===== src/rtl/adder_pkg.sv =====
// Shared definitions for the segmented carry-chain adder: segment sizing,
// saturation limits and handshake state names.
package adder_pkg;

    localparam int MAX_WL = 64;
    localparam logic [MAX_WL-1:0] SAT_POS_ALL = {1'b0, {(MAX_WL-1){1'b1}}};
    localparam logic [MAX_WL-1:0] SAT_NEG_ALL = {1'b1, {(MAX_WL-1){1'b0}}};

    typedef enum logic [1:0] {
        HS_IDLE,
        HS_BUSY,
        HS_STALL
    } hs_state_e;

    function automatic int seg_w(int wl, int nseg);
        return (wl + nseg - 1) / nseg;
    endfunction

    // Width of segment k; zero when ceil-sizing leaves no bits for it.
    function automatic int seg_width(int wl, int nseg, int k);
        int lo;
        lo = k * seg_w(wl, nseg);
        if (lo >= wl) return 0;
        return (wl - lo < seg_w(wl, nseg)) ? wl - lo : seg_w(wl, nseg);
    endfunction

endpackage


===== src/rtl/adder_seg.sv =====
// One registered slice of the carry chain: W-bit sum, carry out and valid,
// advancing only on adv_i and cleared synchronously by flush_i.
module adder_seg #(
    parameter int W = 4
) (
    input  logic         clk,
    input  logic         nrst,
    input  logic         adv_i,
    input  logic         flush_i,
    input  logic         vld_i,
    input  logic [W-1:0] a_i,
    input  logic [W-1:0] b_i,
    input  logic         cin_i,
    output logic [W-1:0] sum_o,
    output logic         cout_o,
    output logic         vld_o
);

    logic [W:0]   total_d;
    logic [W-1:0] sum_q;
    logic         cout_q;
    logic         vld_q;

    assign total_d = {1'b0, a_i} + {1'b0, b_i} + {{W{1'b0}}, cin_i};

    always_ff @(posedge clk or negedge nrst) begin
        if (!nrst) begin
            sum_q  <= '0;
            cout_q <= 1'b0;
            vld_q  <= 1'b0;
        end else if (flush_i) begin
            sum_q  <= '0;
            cout_q <= 1'b0;
            vld_q  <= 1'b0;
        end else if (adv_i) begin
            sum_q  <= total_d[W-1:0];
            cout_q <= total_d[W];
            vld_q  <= vld_i;
        end
    end

    assign sum_o  = sum_q;
    assign cout_o = cout_q;
    assign vld_o  = vld_q;

endmodule


===== src/rtl/pipelined_adder.sv =====
// WL-bit add/sub whose carry chain is cut into NSEG registered segments, with
// operand skew, result deskew, overflow/saturation and a stalling stream port.
module pipelined_adder
    import adder_pkg::*;
#(
    parameter int WL   = 8,
    parameter int NSEG = 2,
    parameter int SAT  = 0
) (
    input  logic          clk,
    input  logic          nrst,
    input  logic          enable,
    input  logic          in_valid,
    output logic          in_ready,
    input  logic [WL-1:0] din_x,
    input  logic [WL-1:0] din_y,
    input  logic          sub,
    output logic          out_valid,
    input  logic          out_ready,
    output logic [WL-1:0] data_out,
    output logic          carry_out,
    output logic          ovf
);

    localparam int SW = seg_w(WL, NSEG);
    localparam logic [WL-1:0] SMAX = SAT_POS_ALL[MAX_WL-1 -: WL];
    localparam logic [WL-1:0] SMIN = SAT_NEG_ALL[MAX_WL-1 -: WL];

    hs_state_e       hs_st;
    logic            adv;
    logic            flush;
    logic            accept;
    logic [WL-1:0]   xw     [NSEG];
    logic [WL-1:0]   yw     [NSEG];
    logic [WL-1:0]   lo_w   [NSEG];
    logic [WL-1:0]   part_w [NSEG];
    logic [NSEG-1:0] c_w;
    logic [NSEG-1:0] v_w;
    logic            xm_q;
    logic            ym_q;
    logic [WL-1:0]   sum_raw;

    function automatic logic [WL-1:0] saturate(input logic [WL-1:0] raw,
                                               input logic of, input logic neg);
        if (SAT == 0 || !of) return raw;
        return neg ? SMIN : SMAX;
    endfunction

    always_comb begin
        hs_st = HS_BUSY;
        if (!out_valid)      hs_st = HS_IDLE;
        else if (!out_ready) hs_st = HS_STALL;
    end

    assign adv      = (hs_st != HS_STALL);
    assign flush    = !enable;
    assign in_ready = adv & enable & nrst;
    assign accept   = in_valid & in_ready;

    assign xw[0]   = din_x;
    assign yw[0]   = din_y ^ {WL{sub}};
    assign lo_w[0] = '0;

    for (genvar k = 0; k < NSEG; k++) begin : g_stage
        localparam int LO = k * SW;
        localparam int W  = seg_width(WL, NSEG, k);
        logic cin;
        logic vin;

        if (k == 0) begin : g_first
            assign cin = sub;
            assign vin = accept;
        end else begin : g_next
            assign cin = c_w[k-1];
            assign vin = v_w[k-1];
        end

        if (W > 0) begin : g_real
            logic [W-1:0] s;
            logic         co;
            adder_seg #(.W(W)) u_seg (
                .clk(clk), .nrst(nrst), .adv_i(adv), .flush_i(flush), .vld_i(vin),
                .a_i(xw[k][LO +: W]), .b_i(yw[k][LO +: W]), .cin_i(cin),
                .sum_o(s), .cout_o(co), .vld_o(v_w[k])
            );
            assign c_w[k]    = co;
            assign part_w[k] = WL'(s) << LO;
        end else begin : g_pass
            // Empty slice: 0 + 0 + cin leaves the incoming carry in the sum bit.
            logic s;
            logic co;
            adder_seg #(.W(1)) u_seg (
                .clk(clk), .nrst(nrst), .adv_i(adv), .flush_i(flush), .vld_i(vin),
                .a_i(1'b0), .b_i(1'b0), .cin_i(cin),
                .sum_o(s), .cout_o(co), .vld_o(v_w[k])
            );
            assign c_w[k]    = s | co;
            assign part_w[k] = '0;
        end

        if (k > 0) begin : g_skew
            logic [WL-1:0] x_q;
            logic [WL-1:0] y_q;
            logic [WL-1:0] lo_q;
            always_ff @(posedge clk or negedge nrst) begin
                if (!nrst) begin
                    x_q  <= '0;
                    y_q  <= '0;
                    lo_q <= '0;
                end else if (flush) begin
                    x_q  <= '0;
                    y_q  <= '0;
                    lo_q <= '0;
                end else if (adv) begin
                    x_q  <= xw[k-1];
                    y_q  <= yw[k-1];
                    lo_q <= lo_w[k-1] | part_w[k-1];
                end
            end
            assign xw[k]   = x_q;
            assign yw[k]   = y_q;
            assign lo_w[k] = lo_q;
        end
    end

    // Operand sign bits travel with the last slice so the flags line up with it.
    always_ff @(posedge clk or negedge nrst) begin
        if (!nrst) begin
            xm_q <= 1'b0;
            ym_q <= 1'b0;
        end else if (flush) begin
            xm_q <= 1'b0;
            ym_q <= 1'b0;
        end else if (adv) begin
            xm_q <= xw[NSEG-1][WL-1];
            ym_q <= yw[NSEG-1][WL-1];
        end
    end

    assign sum_raw   = lo_w[NSEG-1] | part_w[NSEG-1];
    assign ovf       = (xm_q == ym_q) && (sum_raw[WL-1] != xm_q);
    assign carry_out = c_w[NSEG-1];
    assign out_valid = v_w[NSEG-1];
    assign data_out  = saturate(sum_raw, ovf, xm_q);

endmodule


===== config.mk =====
export PLATFORM = sky130hd
export DESIGN_NAME = pipelined_adder
export DESIGN_NICKNAME = d
export VERILOG_FILES = /design/src/rtl/adder_pkg.sv /design/src/rtl/adder_seg.sv /design/src/rtl/pipelined_adder.sv
export SDC_FILE = /design/constraint.sdc
export NUM_CORES = 1
export LEC_CHECK = 0
export CAP_MARGIN = 20
export CELL_PAD_IN_SITES_DETAIL_PLACEMENT = 1
export CELL_PAD_IN_SITES_GLOBAL_PLACEMENT = 2
export CORE_MARGIN = 5
export CORE_UTILIZATION = 32
export CTS_BUF_LIST = sky130_fd_sc_hd__clkbuf_2
export DETAILED_ROUTE_END_ITERATION = 10
export HOLD_SLACK_MARGIN = 0.15
export PLACE_DENSITY_LB_ADDON = 0.2
export SETUP_SLACK_MARGIN = 0.1
export SKIP_CTS_REPAIR_TIMING = 1
export SYNTH_ARGS = -nofsm -noshare
export SYNTH_HDL_FRONTEND = slang
export SYNTH_SLANG_ARGS = --single-unit
export TNS_END_PERCENT = 1

===== constraint.sdc =====
create_clock -name clk -period 2.3 [get_ports clk]
set_input_delay 0.23 -clock clk [delete_from_list [all_inputs] [get_ports clk]]
set_output_delay 0.23 -clock clk [all_outputs]
set_load 0.01 [all_outputs]

# ---- Yosys cells after proc, flatten, opt, wreduce, memory -nomap -nowiden
# Cells that the tools add are included.
dict set report op_classes {
  n_addsub 4
  eq_ne 4
  n_mux 24
  bitwise_logic 5
  reduce_logical 1
}
# operator count
set ops {}
lappend ops {{$mux 8} 6}
lappend ops {{$mux 4} 4}
lappend ops {{$mux 1} 12}
lappend ops {{$add 4x4->5} 2}
lappend ops {{$add 5x1->5} 2}
lappend ops {{$or 8x8->8} 1}
lappend ops {{$xor 8x8->8} 1}
lappend ops {{$mux 2} 2}
lappend ops {{$and 1x1->1} 3}
lappend ops {{$ne 2x1->1 const B} 1}
lappend ops {{$ne 2x2->1 const B} 1}
lappend ops {{$eq 1x1->1} 1}
lappend ops {{$logic_and 1x1->1} 1}
lappend ops {{$ne 1x1->1} 1}
dict set report totals {
  reg_bits 38
  in_bits 22
}

# ---- Longest topological paths before layout
# Gate-level depths: netlist of the first run.
dict set report depth {
  ltp_word 8
  mapped_depth 8
  ltp_nobuf 7
}

# ---- By module
# A second synthesis of the first run with hierarchy kept.
dict set report unflattened {
  hier_cells 140
  area_unflattened_um2 1485.2
}
# module instances cells_each area_per_inst_um2 seq_area_each_um2
set modules_own_cells {}
lappend modules_own_cells {pipelined_adder 1 74 713.2 350.3}
lappend modules_own_cells {{adder_seg (g_stage[0].g_real.u_seg)} 1 33 387.9 150.1}
lappend modules_own_cells {{adder_seg (g_stage[1].g_real.u_seg)} 1 33 384.1 150.1}

# ---- Least setup slack after synthesis of the first run
# OpenSTA, ideal clock, no wires.
dict set report synth_timing {
  path_type {register to register}
  start {register g_stage[0].g_real.u_seg.cout_q}
  end {register g_stage[1].g_real.u_seg.cout_q}
  setup_time_ns 0.128
  t_arrival_ns 1.571
  required_ns 2.172
  setup_slack_ns 0.601
  path_stages_with_launch 6
  path_buffers 0
  path_cell_list {dfrtp_1 -> fa_1 -> fa_1 -> a21o_1 -> a21oi_1 -> o21ai_0}
}
dict set report synth_between {
  elab_chain_cells 3
}
# element line_no
set synth_lines {}
lappend synth_lines {{from (decl)} adder_seg.sv:21} ;# logic cout_q;
lappend synth_lines {{from (signal assigned)} adder_seg.sv:37} ;# cout_q <= total_d[W];
lappend synth_lines {{$add 5x1->5} adder_seg.sv:24} ;# assign total_d = {1'b0, a_i} + {1'b0, b_i} + {{W{1'b0}}, cin_i};
lappend synth_lines {{$mux 1} adder_seg.sv:35} ;# end else if (adv_i) begin
lappend synth_lines {{$mux 1} adder_seg.sv:31} ;# end else if (flush_i) begin
lappend synth_lines {{to (signal assigned)} adder_seg.sv:37}
lappend synth_lines {{to (decl)} adder_seg.sv:21}
# Every way passes these cells. The select of a mux whose other input is x is not followed.
# A chain may end at the register's enable or synchronous reset.

# ---- Worst setup path after layout of the first run
dict set report layout_timing {
  start {register g_stage[1].g_real.u_seg.vld_q}
  end {output in_ready}
}
dict set report layout_between {
  elab_chain_cells 4
}
# element line_no
set layout_lines {}
lappend layout_lines {{from (decl)} adder_seg.sv:22} ;# logic vld_q;
lappend layout_lines {{from (signal assigned)} adder_seg.sv:38} ;# vld_q <= vld_i;
lappend layout_lines {{$mux 2} pipelined_adder.sv:51} ;# if (!out_valid) hs_st = HS_IDLE;
lappend layout_lines {{$ne 2x2->1} pipelined_adder.sv:55} ;# assign adv = (hs_st != HS_STALL);
lappend layout_lines {{$and 1x1->1 (2 in a row)} pipelined_adder.sv:57} ;# assign in_ready = adv & enable & nrst;
lappend layout_lines {{to (decl)} pipelined_adder.sv:14} ;# output logic in_ready,
# Every way passes these cells.

==> impl_metrics.yaml, run 1 <==
status:
  status: "complete, no violations"
setup_path:
  crit_fanout: 5
  critPathArrivalTime_ps: 1650
  endpoint_kind: "output pin"
  r2r_slack_ps: 470
  required_ps: 2070
  worstReg2RegStart: "g_stage[0].g_real.u_seg.cout_o"
  reg2reg_to: "g_stage[1].g_real.u_seg.cout_o"
  r2r.worst_path.cells: 5
  startpoint_type: "flop"
  cp-startpoint: "g_stage[1].g_real.u_seg.vld_o"
  path_class: "flop to output pin"
  worstSetupEndpoint: "in_ready"
synth:
  synth.area.top_cells: "dfrtp_1 (50%), a22o_1 (8.7%), ha_1 (5.7%)"
  ys_types: 23
  netlist_instances: 114
  synth.yosys.warnings: 0
  seq_area_frac_synth_pct: 49.76
  synthesis.nets: 145
  ys_ff_latch: 26
  synth_top_cell_by_area: "dfrtp_1"
  synth_top_area_share_pct: 49.76
  syn_area_sq_mm: 0.001308
  avgSynthCellArea_sq_um: 11.47
timing:
  slew_viol_final: 0
  finalSetupTns_ps: 0
  worst-slew-pin-transition_ps: 547.7
  slew_headroom_pct: 63.40
  rsz0062_at_grt: "false"
  period_needed_ps: 1884
  fin_skew_ps: 20.65
  max_freq_ghz: 0.5308
  post-route-period-util_pct: 81.91
  final_hold_viol_count: 0
  setup_viol: 0
final_layout:
  fillers: 456
  drive_gt1_share_pct: 6.757
  nNetsFinal: 180
  finalCoreUtilization_pct: 42.53
  area_growth_pct: 29.19
  diodes: 0
drt:
  antenna_left: 0
  vias: 960
  first_iter_violations: 32
  first_pass_iters: 4
  wirelength_mm: 2.817
  drt-wirelength-per-cell_um: 14.23
  drc_errors: 0
  via_per_inst: 4.848
global_routing:
  grt_usage_pct: 11.61
  grt_max_degree: 27
  grt_overflow: 0
  grt_antenna_before_repair: 0
  grt_pass1_vias: 1036
  grt_pass1_wl_mm: 4.871
clocking:
  cts_tree: "yes"
  clock-root-buffer: "clkbuf_2"
  cts.reportedPaths.clkPinSlew_ps: 260
  clock-sinks: 26
  h-tree-depth: 1
  cts_max_path_buffers: 2
  cts_made_buffers: 3
  worstSkewPairLatency_ps: 360
placed_design:
  place.gp.congestion: 0.8149
  io_buffers: 33
  hpwl_mm: 2.176
floorplanning:
  ios: 34
  dieHeight_um: 73.92
  die_area_sq_mm: 0.005464
  start_util_pct: 32.92
  fp.dieW_um: 73.92
  placement_rows: 23
  core_area_sq_mm: 0.003971
min_path:
  hold_path.class: "input port to asynchronous set/reset pin"
pwr:
  power.leakage_nw: 0.7607
  ir_drop_uv: 177.8
  p_per_area_mw_per_mm2: 556.9
job:
  maxCapViolations: 0
cells in the final DEF, fill, tap and decap left out:
cell type	instances
clkdlybuf4s50_1	33
o21ai_2	1
o21ai_1	3
ha_1	6
inv_1	5
nand2b_4	1
nand2_1	16
and3_1	1
o21ai_0	10
fa_1	3
and2_4	1
a22o_1	13
clkbuf_2	3
nor2_4	1
a21o_1	3
xnor2_1	7
dfrtp_1	26
clkinv_1	1
a21oi_1	5
buf_4	2
xor2_1	5
mux2i_2	1
nor2_1	1
through the flow:
step	instance area (sq um)	total power, mW	worst slack, ps	std cells	hold slack [ps]
2_1_floorplan	1308	0.6591	601.3	114	-65.59
3_3_place_gp	1670	0.7709	318.9	194	468.6
3_5_place_dp	1670	0.7794	257.6	194	477.1
4_1_cts	1689	0.9546	374.5	198	272.7
5_1_grt	1689	1.006	318.0	198	266.0
6_report	1689	0.9407	416.0	198	252.9
cells in the mapped netlist:
| cell | n |
|---|---|
| clkbuf_2 | 1 |
| a21oi_1 | 5 |
| nand2b_4 | 1 |
| a21o_1 | 3 |
| inv_1 | 5 |
| clkbuf_8 | 1 |
| o21ai_2 | 1 |
| nor2_4 | 1 |
| nor2_1 | 1 |
| xnor2_1 | 7 |
| a22o_1 | 13 |
| nand2_1 | 16 |
| and2_4 | 1 |
| xor2_1 | 5 |
| ha_1 | 6 |
| fa_1 | 3 |
| o21ai_1 | 3 |
| mux2i_2 | 1 |
| buf_6 | 1 |
| dfrtp_1 | 26 |
| o21ai_0 | 10 |
| buf_4 | 2 |
| and3_1 | 1 |
logic make-up (layout without fill, tap and decap cells):
group,after synthesis,after routing,synth area share [%]
AO/OA/AOI/OAI,35,35,17.99
buffers and inverters,10,44,4.880
flip-flops,26,26,49.76
adder cells (fa/ha/maj),9,9,10.33
multiplexers,1,1,1.052
XOR/XNOR,12,12,8.038
AND/OR/NAND/NOR,21,21,7.943
power breakdown:
| part | switching (mW) | internal [mW] | total [mW] |
|---|---|---|---|
| clock network | 0.139 | 0.0377 | 0.177 |
| registers | 0.0283 | 0.499 | 0.528 |
| logic | 0.101 | 0.135 | 0.236 |
| total | 0.268 | 0.673 | 0.941 |
how the worst min path moves through the flow:
stage	endpoint	startpoint	depth (start not counted)	slack, ps
2_1_floorplan	g_stage[0].g_real.u_seg.cout_o	nrst	0	-70
3_3_place_gp	g_stage[0].g_real.u_seg.sum_o[0]	g_stage[0].g_real.u_seg.sum_o[0]	2	470
5_1_grt	g_stage[1].g_skew.x_q[4]	nrst	2	270
4_1_cts	g_stage[1].g_skew.x_q[4]	nrst	2	270
6_report	g_stage[1].g_skew.x_q[4]	nrst	2	250
3_5_place_dp	g_stage[1].g_real.u_seg.cout_o	g_stage[1].g_real.u_seg.cout_o	2	480
state kept, by name, indices dropped and copies added, names as in the netlist:
| name | cells |
|---|---|
| g_stage.g_skew.x_q | 4 |
| g_stage.g_real.u_seg.sum_o | 8 |
| g_stage.g_real.u_seg.cout_o | 2 |
| g_stage.g_skew.y_q | 4 |
| ym_q | 1 |
| xm_q | 1 |
| g_stage.g_real.u_seg.vld_o | 2 |
| g_stage.g_skew.lo_q | 4 |
critical path: stages (launching register included):
cell and delay (ps):
dfrtp_1 470, nand2b_4 110, and3_1 190, clkdlybuf4s50_1 540
area by class of cell:
cell class / count / area [sq um] / share of cell area (%)
tap: 50 / 62.56 / 3.704
inverter: 5 / 18.77 / 1.111
multi-input combinational: 78 / 593.1 / 35.11
sequential: 26 / 650.6 / 38.52
clock inverter: 1 / 3.754 / 0.2222
clock buffer: 3 / 15.01 / 0.8889
timing repair buffer: 35 / 345.3 / 20.44
layer usage:
layer / routed length [um] / global-route usage [%] / vias to the layer above
met2: 1380 / 19.00 / 30
met4: 67 / 6.036 / 0
met1: 1243 / 15.10 / 468
met3: 126 / 1.231 / 4
met5: 0 / 0 / -
li1: - / - / 458
Power figures use the tool's default switching activity.
==> run 2: changes to the inputs <==
--- a/config.mk
+++ b/config.mk
@@ -9,7 +9,7 @@
 export CELL_PAD_IN_SITES_DETAIL_PLACEMENT = 1
 export CELL_PAD_IN_SITES_GLOBAL_PLACEMENT = 2
 export CORE_MARGIN = 5
-export CORE_UTILIZATION = 32
+export CORE_UTILIZATION = 29
 export CTS_BUF_LIST = sky130_fd_sc_hd__clkbuf_2
 export DETAILED_ROUTE_END_ITERATION = 10
 export HOLD_SLACK_MARGIN = 0.15
==> constraint.sdc (replaced) <==
create_clock -name clk -period 1.7 [get_ports clk]
set_input_delay 0.17 -clock clk [delete_from_list [all_inputs] [get_ports clk]]
set_output_delay 0.17 -clock clk [all_outputs]
set_load 0.01 [all_outputs]
==> run 2 against run 1 <==
Flip-flop and latch count is the same. Utilization decreased by 1.6 points. Clock power rose by 32%. Worst setup slack worse by 430 ps. The run now ends with negative setup slack left.
==> impl_metrics.yaml, run 2 (same netlist as run 1, synthesis figures left out) <==
timing:
  period_needed_ps: 1716
  slew_viol_final: 0
  worst-slew-pin-transition_ps: 402.8
  fin_skew_ps: 11.71
  post-route-period-util_pct: 101.0
  max_freq_ghz: 0.5826
  slew_headroom_pct: 73.08
  fin_ws_ps: -16.37
  rsz0062_at_grt: "true"
  setup_viol: 1
  final_hold_viol_count: 0
  finalSetupTns_ps: -16.37
  holdWs_ps: 211.5
status:
  violations: "negative setup slack"
  status: "finished, violations left"
final_layout:
  finalCoreUtilization_pct: 40.89
  area_growth_pct: 36.17
  finalNonFillerCells: 208
  fillers: 479
  diodes: 0
  largest_register_ff_count: 8
  final_common_cell: "clkdlybuf4s50_1"
  fin_area_sq_mm: 0.001780
  nNetsFinal: 188
  final_cell_mix: "clkdlybuf4s50_1 (29), dfrtp_1 (26), nand2_1 (16)"
  drive_gt1_share_pct: 14.74
floorplanning:
  placement_rows: 24
  fp.dieW_um: 77.15
  dieHeight_um: 77.15
  core_area_sq_mm: 0.004354
  start_util_pct: 30.03
  ios: 34
  die_area_sq_mm: 0.005951
setup_path:
  path_class: "flop to flop"
  crit_fanout: 2
  startpoint_type: "flop"
  critPathArrivalTime_ps: 1960
  crit_slowest_cell: "dfrtp_1"
  r2r.worst_path.cells: 5
  endpoint_kind: "flop"
  worst_path_most_repeated_cell: "fa_2"
  reg2reg_to: "g_stage[1].g_real.u_seg.cout_o"
  r2r_slack_ps: -20
  worstReg2RegStart: "g_stage[1].g_skew.x_q[4]"
  crit_chain: "fa_2, fa_2, a21o_1, a21oi_1, o21ai_0"
  required_ps: 1950
  max_stage_delay_ps: 470
placed_design:
  place.gp.congestion: 0.7722
  post-place-cells: 204
  io_buffers: 33
  dpl-instance-area_sq_mm: 0.001738
  hpwl_mm: 2.365
global_routing:
  grt_antenna_before_repair: 0
  grt_pass1_wl_mm: 5.223
  grt_usage_pct: 10.80
  grt_overflow: 0
  grt_pass1_vias: 1115
  grt_max_degree: 27
drt:
  first_iter_violations: 21
  antenna_left: 0
  via_per_inst: 4.788
  first_pass_iters: 4
  wirelength_mm: 2.997
  vias: 996
  drc_errors: 0
  drt-wirelength-per-cell_um: 14.41
pwr:
  p_per_area_mw_per_mm2: 725.3
  ir_drop_uv: 218.8
  power.leakage_nw: 0.8531
min_path:
  hold_path.class: "input port to asynchronous set/reset pin"
clocking:
  cts_tree: "yes"
  cts_made_buffers: 3
  clock-root-buffer: "clkbuf_2"
  cts_max_path_buffers: 2
  clock-sinks: 26
  worstSkewPairLatency_ps: 350
  h-tree-depth: 1
  cts.reportedPaths.clkPinSlew_ps: 250
job:
  maxCapViolations: 0
run 2: changes by cell type in the layout (fill, tap and decap cells not counted), sizes merged:
| cell | before | now |
|---|---|---|
| buf | 2 | 10 |
| dlymetal6s2s | 0 | 4 |
| clkdlybuf4s50 | 33 | 29 |
run 2: worst max path at each step:
stage	from	end	slack, ps	cells past startpoint
after floorplan	g_stage[0].g_real.u_seg.cout_o	g_stage[1].g_real.u_seg.cout_o	110	5
after global placement	sub	g_stage[0].g_real.u_seg.cout_o	-160	8
after detailed placement	sub	g_stage[0].g_real.u_seg.cout_o	-280	8
after CTS	g_stage[1].g_real.u_seg.vld_o	in_ready	-100	3
after global routing	g_stage[1].g_skew.x_q[4]	g_stage[1].g_real.u_seg.cout_o	-110	5
final	g_stage[1].g_skew.x_q[4]	g_stage[1].g_real.u_seg.cout_o	-20	5
run 2: metrics by stage:
| stage | total power, mW | setup slack (ps) |
|---|---|---|
| 2_1_floorplan | 0.8934 | 106.2 |
| 6_report | 1.291 | -16.37 |
| 3_3_place_gp | 1.064 | -157.3 |
| 4_1_cts | 1.317 | -103.7 |
| 3_5_place_dp | 1.076 | -284.2 |
| 5_1_grt | 1.377 | -105.4 |
run 2: critical path, delay by kind of cell (launching register included):
| family | cells | cell delay (ps) |
|---|---|---|
| AOI/OAI and AO/OA | 3 | 380 |
| adders and majority gates | 2 | 780 |
| DFF | 1 | 470 |
run 2: report_power, final:
group / leakage [nW] / total [mW] / switching [mW] / internal, mW
clock: 0.0140 / 0.233 / 0.182 / 0.0511
sequential: 0.342 / 0.716 / 0.0402 / 0.676
combinational: 0.497 / 0.342 / 0.144 / 0.198
total: 0.853 / 1.29 / 0.367 / 0.925
run 2: cell type report:
type                       instances  area [sq um]  share of cell area, %
multi-input combinational         78         611.8                  34.36
inverter                           5         18.77                  1.054
sequential                        26         650.6                  36.54
timing repair buffer              43         415.4                  23.33
tap                               52         65.06                  3.654
clock inverter                     1         3.754                 0.2108
clock buffer                       3         15.01                 0.8433
run 2: routing by layer:
| layer | up-vias | share of wire, % | track usage (%) |
|---|---|---|---|
| met5 | - | 0 | 0 |
| met3 | 2 | 3.5 | 2.342 |
| met4 | 0 | 1.2 | 3.608 |
| met1 | 501 | 40 | 12.28 |
| li1 | 472 | - | - |
| met2 | 21 | 55 | 19.70 |
==> run 3: changes to the inputs <==
--- a/config.mk
+++ b/config.mk
@@ -10,7 +10,7 @@
 export CELL_PAD_IN_SITES_GLOBAL_PLACEMENT = 2
 export CORE_MARGIN = 5
 export CORE_UTILIZATION = 29
-export CTS_BUF_LIST = sky130_fd_sc_hd__clkbuf_2
+export CTS_BUF_LIST = sky130_fd_sc_hd__clkbuf_4
 export DETAILED_ROUTE_END_ITERATION = 10
 export HOLD_SLACK_MARGIN = 0.15
 export PLACE_DENSITY_LB_ADDON = 0.2
==> run 3 against run 2 <==
The run still ends with negative setup slack left. Global-route usage did not move. Clock power rose by 15%. Power increased by 2.6%. Combinational power barely moved. Register-to-register slack hardly changed. Largest cell class unchanged. Worst setup slack better by 15 ps. Critical path type unchanged. Maximum frequency rose by 0.86%. Flip-flop and latch count is the same.
==> impl_metrics.yaml, run 3 (same netlist as run 1, synthesis figures left out) <==
clocking:
  worstSkewPairLatency_ps: 320
  cts_max_path_buffers: 2
  cts.reportedPaths.clkPinSlew_ps: 140
  cts_made_buffers: 3
  clock-sinks: 26
  clock-root-buffer: "clkbuf_4"
  cts_tree: "yes"
  h-tree-depth: 1
setup_path:
  startpoint_type: "flop"
  critPathArrivalTime_ps: 1900
  path_buf_inv: 0
  crit_chain: "fa_2, fa_2, a21o_1, a21oi_1, o21ai_0"
  crit_fanout: 2
  crit_slowest_cell: "dfrtp_1"
  worstReg2RegStart: "g_stage[1].g_skew.x_q[4]"
  r2r.worst_path.cells: 5
  worst_path_most_repeated_cell: "fa_2"
  cp_num_cells: 5
  crit_family: "adder cells"
  path_class: "flop to flop"
  reg2reg_to: "g_stage[1].g_real.u_seg.cout_o"
  required_ps: 1900
  endpoint_kind: "flop"
  r2r_slack_ps: -2
  max_stage_delay_ps: 440
final_layout:
  largest_register_ff_count: 8
  fin_area_sq_mm: 0.001785
  finalNonFillerCells: 208
  nNetsFinal: 188
  final_common_cell: "clkdlybuf4s50_1"
  area_growth_pct: 36.55
  final_cell_mix: "clkdlybuf4s50_1 (30), dfrtp_1 (26), nand2_1 (16)"
  drive_gt1_share_pct: 14.74
  diodes: 0
timing:
  holdWs_ps: 267.6
  fin_skew_ps: 8.482
  post-route-period-util_pct: 100.1
  setup_viol: 1
  max_freq_ghz: 0.5876
  slew_headroom_pct: 73.49
  rsz0062_at_grt: "true"
  fin_ws_ps: -1.703
  period_needed_ps: 1702
  worst-slew-pin-transition_ps: 396.7
  final_hold_viol_count: 0
  slew_viol_final: 0
  finalSetupTns_ps: -1.703
status:
  violations: "negative setup slack"
  status: "finished, violations left"
placed_design:
  post-place-cells: 204
  io_buffers: 33
  hpwl_mm: 2.365
  place.gp.congestion: 0.7722
  dpl-instance-area_sq_mm: 0.001738
floorplanning:
  dieHeight_um: 77.15
  start_util_pct: 30.03
  core_area_sq_mm: 0.004354
  fp.dieW_um: 77.15
  die_area_sq_mm: 0.005951
  placement_rows: 24
  ios: 34
drt:
  drt-wirelength-per-cell_um: 14.38
  vias: 990
  first_iter_violations: 23
  antenna_left: 0
  first_pass_iters: 4
  via_per_inst: 4.760
  wirelength_mm: 2.990
  drc_errors: 0
global_routing:
  grt_overflow: 0
  grt_antenna_before_repair: 0
  grt_pass1_wl_mm: 5.223
  grt_pass1_vias: 1115
  grt_max_degree: 27
  grt_usage_pct: 10.80
pwr:
  p_per_area_mw_per_mm2: 742.4
  power.leakage_nw: 0.8372
  ir_drop_uv: 240.0
  power_mw: 1.325
job:
  maxCapViolations: 0
min_path:
  hold_path.class: "input port to asynchronous set/reset pin"
==> run 3: changes by cell type in the layout (fill, tap and decap cells not counted), sizes merged <==
cell and change:
clkdlybuf4s50 +1, dlymetal6s2s -1
==> run 3: metal layers <==
layer	global-route usage [%]	routed length, um	up-vias
met3	2.342	102	2
met2	19.70	1647	21
met5	0	0	-
li1	-	-	471
met1	12.28	1204	496
met4	3.608	36	0
==> run 3: worst reg2reg max path: cells and delay by family (launching register included) <==
family                   cells  cell delay (ps)
AO/OA/AOI/OAI                3              380
adder cells (fa/ha/maj)      2              770
flip-flops                   1              440
==> run 3: worst max path at each step <==
stage | slack (ps) | startpoint | to
after global routing | -90 | g_stage[1].g_skew.x_q[4] | g_stage[1].g_real.u_seg.cout_o
after global placement | -160 | sub | g_stage[0].g_real.u_seg.cout_o
final | -2 | g_stage[1].g_skew.x_q[4] | g_stage[1].g_real.u_seg.cout_o
after CTS | -50 | g_stage[0].g_real.u_seg.cout_o | g_stage[1].g_real.u_seg.cout_o
after floorplan | 110 | g_stage[0].g_real.u_seg.cout_o | g_stage[1].g_real.u_seg.cout_o
after detailed placement | -280 | sub | g_stage[0].g_real.u_seg.cout_o
==> run 3: per-stage QoR <==
stage	worst slack, ps	utilization, %
2_1_floorplan	106.2	-
3_3_place_gp	-157.3	39.91
3_5_place_dp	-284.2	39.91
4_1_cts	-46.64	40.52
5_1_grt	-93.60	41.01
6_report	-1.703	41.01
==> run 3: final cells by class <==
| cell class | instances | area [sq um] |
|---|---|---|
| Fill cell | 478 | 2569 |
| Multi-Input combinational cell | 78 | 611.8 |
| Sequential cell | 26 | 650.6 |
| Timing Repair Buffer | 43 | 412.9 |
| Inverter | 5 | 18.77 |
| Tap cell | 52 | 65.06 |
| Clock inverter | 1 | 3.754 |
| Clock buffer | 3 | 22.52 |
==> run 3: power by group <==
part           internal (mW)  switching [mW]  leakage, nW
Combinational          0.198           0.144        0.479
Clock                 0.0859           0.182       0.0154
Sequential             0.675          0.0403        0.342
